$ cat config.mk
export PLATFORM = sky130hd
export DESIGN_NAME = dec_scan
export DESIGN_NICKNAME = d
export VERILOG_FILES = /design/src/rtl/dec_pkg.sv /design/src/rtl/dec_onehot.sv /design/src/rtl/dec_scan.sv
export SDC_FILE = /design/constraint.sdc
export NUM_CORES = 1
export LEC_CHECK = 0
export CAP_MARGIN = 5
export CELL_PAD_IN_SITES_DETAIL_PLACEMENT = 1
export CELL_PAD_IN_SITES_GLOBAL_PLACEMENT = 1
export CORE_ASPECT_RATIO = 1.25
export CORE_MARGIN = 2
export CORE_UTILIZATION = 25
export CTS_CLUSTER_DIAMETER = 30
export CTS_CLUSTER_SIZE = 28
export DETAILED_ROUTE_END_ITERATION = 16
export PLACE_DENSITY = 0.58
export SLEW_MARGIN = 20
export SYNTH_ARGS = -nofsm -noshare
export SYNTH_HDL_FRONTEND = slang
export SYNTH_SLANG_ARGS = --single-unit
$ cat constraint.sdc
create_clock -name clk -period 1.9 [get_ports clk]
set_input_delay 0.38 -clock clk [delete_from_list [all_inputs] [get_ports clk]]
set_output_delay 0.38 -clock clk [all_outputs]
set_load 0.01 [all_outputs]
$ cat src/rtl/dec_pkg.sv
// Shared types for the scanning decoder: FSM state encoding and default dwell.
package dec_pkg;

  typedef enum logic [1:0] {
    OFF,
    DIRECT,
    SCAN
  } dec_state_t;

  localparam int DEC_DWELL_DEFAULT = 4;

endpackage

$ cat src/rtl/dec_onehot.sv
// Combinational index to one-hot decode.
module dec_onehot #(
  parameter int N = 2
) (
  input  logic [N-1:0]    a,
  output logic [2**N-1:0] y
);

  always_comb begin
    y    = '0;
    y[a] = 1'b1;
  end

endmodule

$ cat src/rtl/dec_scan.sv
// Registered one-hot decoder with direct and auto-scan modes.
// Optional scan wrap pulse output enabled by DEC_SCAN_WRAP_EN.
module dec_scan
  import dec_pkg::*;
#(
  parameter int N     = 2,
  parameter int DWELL = DEC_DWELL_DEFAULT
) (
  input  logic            clk,
  input  logic            rst_n,
  input  logic            E,
  input  logic            mode,
  input  logic [N-1:0]    A,
  output logic [2**N-1:0] Y,
  output logic [N-1:0]    idx
`ifdef DEC_SCAN_WRAP_EN
  ,
  output logic            wrap
`endif
);

  localparam int CW = $clog2(DWELL + 1);
  localparam int M  = 2**N;

  dec_state_t       state;
  logic [CW-1:0]    cnt;
  logic [N-1:0]     nxt_idx;
  logic [M-1:0]     nxt_y;
  logic             entry;
  logic             last;

  assign entry = (state != SCAN);
  assign last  = (cnt == CW'(DWELL - 1));

  // A is only honoured outside a running scan.
  always_comb begin
    nxt_idx = A;
    if (mode && !entry) begin
      if (last) nxt_idx = idx + 1'b1;
      else      nxt_idx = idx;
    end
  end

  dec_onehot #(
    .N(N)
  ) u_onehot (
    .a(nxt_idx),
    .y(nxt_y)
  );

  always_ff @(posedge clk) begin
    if (!rst_n) begin
      state <= OFF;
      Y     <= '0;
      idx   <= '0;
      cnt   <= '0;
`ifdef DEC_SCAN_WRAP_EN
      wrap  <= 1'b0;
`endif
    end else if (!E) begin
      state <= OFF;
      Y     <= '0;
      cnt   <= '0;
`ifdef DEC_SCAN_WRAP_EN
      wrap  <= 1'b0;
`endif
    end else if (!mode) begin
      state <= DIRECT;
      Y     <= nxt_y;
      idx   <= nxt_idx;
      cnt   <= '0;
`ifdef DEC_SCAN_WRAP_EN
      wrap  <= 1'b0;
`endif
    end else begin
      state <= SCAN;
      Y     <= nxt_y;
      idx   <= nxt_idx;
      cnt   <= (entry || last) ? '0 : cnt + 1'b1;
`ifdef DEC_SCAN_WRAP_EN
      wrap  <= !entry && last && (idx == N'(M - 1));
`endif
    end
  end

endmodule

=== Word level (Yosys, flattened, before mapping) ===
Index checks and enable logic that the tools add are counted.

* Register bits after elaboration: 11
* Bits in latches: 0
* Memory bits (writable): 0
* ROM bits: 0
* Bits of input ports: 6
* Output and inout port bits: 6
* Logic and storage cells: 24
* Memories: 0

* Add/sub/neg operators: 2
* Multiply operators: 0
* Div/mod/pow operators: 0
* Magnitude comparators: 2
* Equal/unequal tests: 2
* Shift-type cells: 0
* Multiplexer cells: 5
* Bitwise gates (word level): 3
* Reduce and logical (&&, ||, !) cells: 6

{| class="wikitable"
|+ Operators with widths
! kind !! count
|-
| 2-to-1 mux 2 bit || 3
|-
| OR reduction 4 bit || 1
|-
| adder 3 x 1 -> 3 bit, second input constant || 1
|-
| equality test 3 x 2 -> 1 bit, second input constant || 1
|-
| < comparator 2 x 3 -> 1 bit, second input constant || 1
|-
| NOT 1 bit || 3
|-
| adder 2 x 1 -> 2 bit, second input constant || 1
|-
| demux 1 bit (select 2 bit) || 1
|-
| >= comparator 2 x 1 -> 1 bit, second input constant || 1
|-
| logical AND 1 bit || 2
|-
| inequality test 2 bit, second input constant || 1
|-
| AND reduction 2 bit || 1
|-
| zero test 1 bit || 1
|-
| logical OR 1 bit || 1
|-
| 2-to-1 mux 1 bit || 1
|}

=== Logic depth before layout (Yosys ltp) ===
* Depth after elaboration: 8
* Gate-level depth with buffers: 6
* Gate-level depth less buffers: 5

=== By module ===
A second synthesis with hierarchy kept.

* Cells, all modules: 49
* Area total of the unflattened synthesis: 480.5 um2

{| class="wikitable"
|+ Modules (own cells, without submodules)
! module !! times used !! cells an instance !! area an instance (um2) !! seq. area each (um2)
|-
| dec_scan || 1 || 45 || 454.2 || 220.2
|-
| dec_onehot || 1 || 4 || 26.3 || 0.0
|}

=== Least setup slack after synthesis ===
No wires, ideal clock.

* Kind: reg2reg
* Start: register cnt[0]
* End: register Y[1]
* Library setup time: 0.117 ns
* Arrival time: 1.375 ns
* Required time: 1.783 ns
* Path slack: 0.408 ns
* Stages on the path, launching flop included: 7
* Buffers on the path: 1
* Period minus slack after synthesis: 1.492 ns
* Cells stage by stage: dfxtp_1 ha_1 ha_1 buf_6 xor2_1 mux2_2 and4b_1

* Cells in the longest elaborated chain, start to end: 7
* Elaborated cells between the ends (all ways): 8
* Those cells by class: order compare: 2; eq/ne: 1; mux: 4; reduce/logical: 1

{| class="wikitable"
|+ RTL lines
! what !! line !! source
|-
| from (decl) || dec_scan.sv:26 || <nowiki>logic [CW-1:0] cnt;</nowiki>
|-
| from (signal assigned) || dec_scan.sv:79 || <nowiki>cnt <= (entry || last) ? '0 : cnt + 1'b1;</nowiki>
|-
| equality test 3 x 2 -> 1 bit * || dec_scan.sv:33 || <nowiki>assign last = (cnt == CW'(DWELL - 1));</nowiki>
|-
| 2-to-1 mux 2 bit * || dec_scan.sv:39 || <nowiki>if (last) nxt_idx = idx + 1'b1;</nowiki>
|-
| 2-to-1 mux 2 bit * || dec_scan.sv:38 || <nowiki>if (mode && !entry) begin</nowiki>
|-
| < comparator 2 x 3 -> 1 bit (not written as such) / >= comparator 2 x 1 -> 1 bit (equally long branches) || dec_onehot.sv:11 || <nowiki>y[a] = 1'b1;</nowiki>
|-
| logical AND 1 bit (not written as such) || dec_onehot.sv:11 ||
|-
| 2-to-1 mux 1 bit (not written as such) || dec_onehot.sv:11 ||
|-
| demux 1 bit (select 2 bit) * || -- ||
|-
| to (signal assigned) || dec_scan.sv:69 || <nowiki>Y <= nxt_y;</nowiki>
|-
| to (signal assigned) || dec_scan.sv:77 || <nowiki>Y <= nxt_y;</nowiki>
|-
| to (decl) || dec_scan.sv:14 || <nowiki>output logic [2**N-1:0] Y,</nowiki>
|}

Mark *: on every way between the ends. The rest lies on a longest branch, timed or not.
A chain may end at the register's enable or synchronous reset.

=== Worst setup path after layout ===
* Start: register idx[0]
* End: output idx[0]

{| class="wikitable"
|+ RTL lines
! what !! line !! source
|-
| from (decl) || dec_scan.sv:15 || <nowiki>output logic [N-1:0] idx</nowiki>
|-
| from (signal assigned) || dec_scan.sv:70 || <nowiki>idx <= nxt_idx;</nowiki>
|-
| from (signal assigned) || dec_scan.sv:78 || <nowiki>idx <= nxt_idx;</nowiki>
|}

No word-level cell between the ends.

==> metrics.md <==
| Metric | Value |
|---|---|
| Grt ovf | 0 |
| # IOs | 12 |
| Post-synth top area cell | dfxtp_1 |
| Cell area power density | 717.6 mW/mm2 |
| Critical Path Fanout Max | 7 |
| Fin. max-slew vios | 0 |
| Total negative slack | 0 ns |
| Routed wire length per instance | 11.64 um |
| Largest net degree at the start of global routing | 11 |
| GRT Max-Usage Layer | met2 |
| Top-count cell post-synth | dfxtp_1 |
| Die area | 0.002285 mm2 |
| Avg Inst Size Synth | 10.65 um2 |
| Vias | 388 |
| Vias in the first global route | 394 |
| Top_reg_cell synth | dfxtp_1 |
| Buffers on Ports | 11 |
| Most frequent cells after synthesis | dfxtp_1, nand2_1, mux2i_1, nor4_1 |
| Skew final | 0.0009221 ns |
| WP data required | 1.52 ns |
| Hpwl dp | 682.3 um |
| Fin. Hold Viols | 0 |
| Sink Count | 11 |
| DP Area | 598.1 um2 |
| Layout cells sized above 1 | 0.1017 |
| Worst EP arrival | 1.28 ns |
| Detailed router's first-iteration violation count | 0 |
| Post-synth top area share | 0.4595 |
| Syn Nets | 53 |
| Nets | 68 |
| Total routed wirelength | 908 um |
| Post-CTS sizing | 0 |
| Max Cap Violations | 0 |
| Root Buffer | clkbuf_4 |
| Max VDD drop | 0.3435 mV |
| Sequential-to-total area share from yosys stat | 0.4595 |
| GRT Total Usage | 0.09972 |
| Met1 usage | 0.1255 |
| Post-CTS Setup Inserts | 0 |
| Static Leakage | 0.2647 nW |
| First-pass GRT wire length | 1.642 mm |
| Clock Tree Buf Depth | 2 |
| HP Class | reg -> reg |
| Vias per cell | 4.974 |
| Worst setup SP type | register |
| Remaining DRCs | 0 |
| Final RePlAce weighted congestion | 0.6278 |
| Die height | 52.95 um |
| Total CTS buffers | 3 |
| Grt met2 use | 0.1468 |
| Core Area | 0.001787 mm2 |
| Final period utilization | 0.8754 |
| Antenna violations before repair | 0 |
| Die X-Extent | 43.16 um |
| Initial core utilization | 0.2682 |
| Least-Margin Pin Slew | 0.3315 ns |
| First-pass DRT Iterations | 1 |
| Slowest CP cell | clkdlybuf4s50_1 |
| GR Util met3 | 0.02048 |
| Status | finished, final reports clean |
| Ys async rst share | 0 |
| Relative slew slack | 0.7785 |
| Fmax | 601.2 MHz |
| Mapped Cells | 45 |
| Synth Cell Area | 479.2 um2 |
| Hold_buf cts | 0 |
| Min Tclk post-route | 1.663 ns |
| Routed Antenna Nets | 0 |
| CTS tree | yes |
| CP Buf/Inv Count | 1 |
| RSZ-0062 raised after global routing | no |
| ANT cells | 0 |
| Distinct cell type count after synthesis | 21 |
| Delay-heaviest family, CP | buffers and inverters |
| Core Rows | 17 |
| Final Cell Area | 624.3 um2 |
| Critical Path Max Stage Delay | 0.58 ns |
| CP cell instances | clkdlybuf4s50_1 |
| H-tree Lvls | 1 |
| Skew-Pair Late Insertion Delay | 0.26 ns |
| Worst-path clk slew | 0.07 ns |
| Final setup viols | 0 |
| Kind of critical path | reg -> out |
| Warnings, synthesis | 0 |
| Number of synthesized flops with an enable pin | 0 |
| Top post-synthesis cells by area | dfxtp_1, mux2i_1, ha_1 |
| Syn-to-layout area delta | 30.29% |
| Seq cells post-synth | 11 |
| Setup crit end kind | output port |
## metal layers
layer	routed length [um]	vias to the layer above
met4	10	0
met5	0	-
met3	30	2
li1	-	191
met2	435	7
met1	432	188
## through the flow
stage	hold slack [ns]	power, mW	util	cells	setup slack, ns
6_report	0.4324	0.4481	0.3494	78	0.2367
5_1_grt	0.4546	0.4744	0.3494	78	0.1688
4_1_cts	0.4372	0.4554	0.3494	78	0.2242
3_5_place_dp	0.4274	0.2977	0.3347	74	0.2144
3_3_place_gp	0.4156	0.2973	0.3347	74	0.2367
2_1_floorplan	0.4064	0.2699	-	45	0.4085
## final timing paths
path	slack [ns]	cells after the start	from	endpoint
min	0.43	1	cnt[0]	cnt[0]
max	0.24	1	idx[0]	idx[0]
min reg2reg	0.43	1	cnt[0]	cnt[0]
max reg2reg	0.32	5	cnt[0]	Y[1]
## placed cells by master, fill, tap and decap left out, types with 2 or more instances in the layout
cell type	count
dfxtp_1	11
nand2_1	4
o22ai_1	2
clkbuf_4	3
clkdlybuf4s50_1	11
mux2i_1	3
o21a_1	2
inv_1	2
nor4_1	3
ha_1	2
a211oi_1	2
and4b_1	2
## registers in the layout (all words and copies together) (netlist names)
name and cells:
Y 4, cnt 3, idx 2, state 2
## report_power, final
part	switching (mW)	leakage, nW	internal [mW]
Combinational	0.0211	0.160	0.0289
Clock	0.0750	0.0150	0.0810
Sequential	0.00459	0.0896	0.237
Total	0.101	0.265	0.347
## area by class of cell
type | instances | area [um2]
well taps | 19 | 23.77
repair buffers | 12 | 117.6
flip-flops and latches | 11 | 220.2
inverters | 2 | 7.507
clock buffers | 4 | 26.28
fillers | 219 | 1162
multi-input cells | 30 | 229.0
## cell families after synthesis
logic type | share of synthesized area
DFF | 0.4595
xor gates and xnor gates | 0.01828
buffers and inverters | 0.06267
and+or+nand+nor | 0.1932
adders and majority gates | 0.05221
muxes | 0.08616
AOI/OAI and AO/OA | 0.1279
Power figures use the tool's default switching activity.
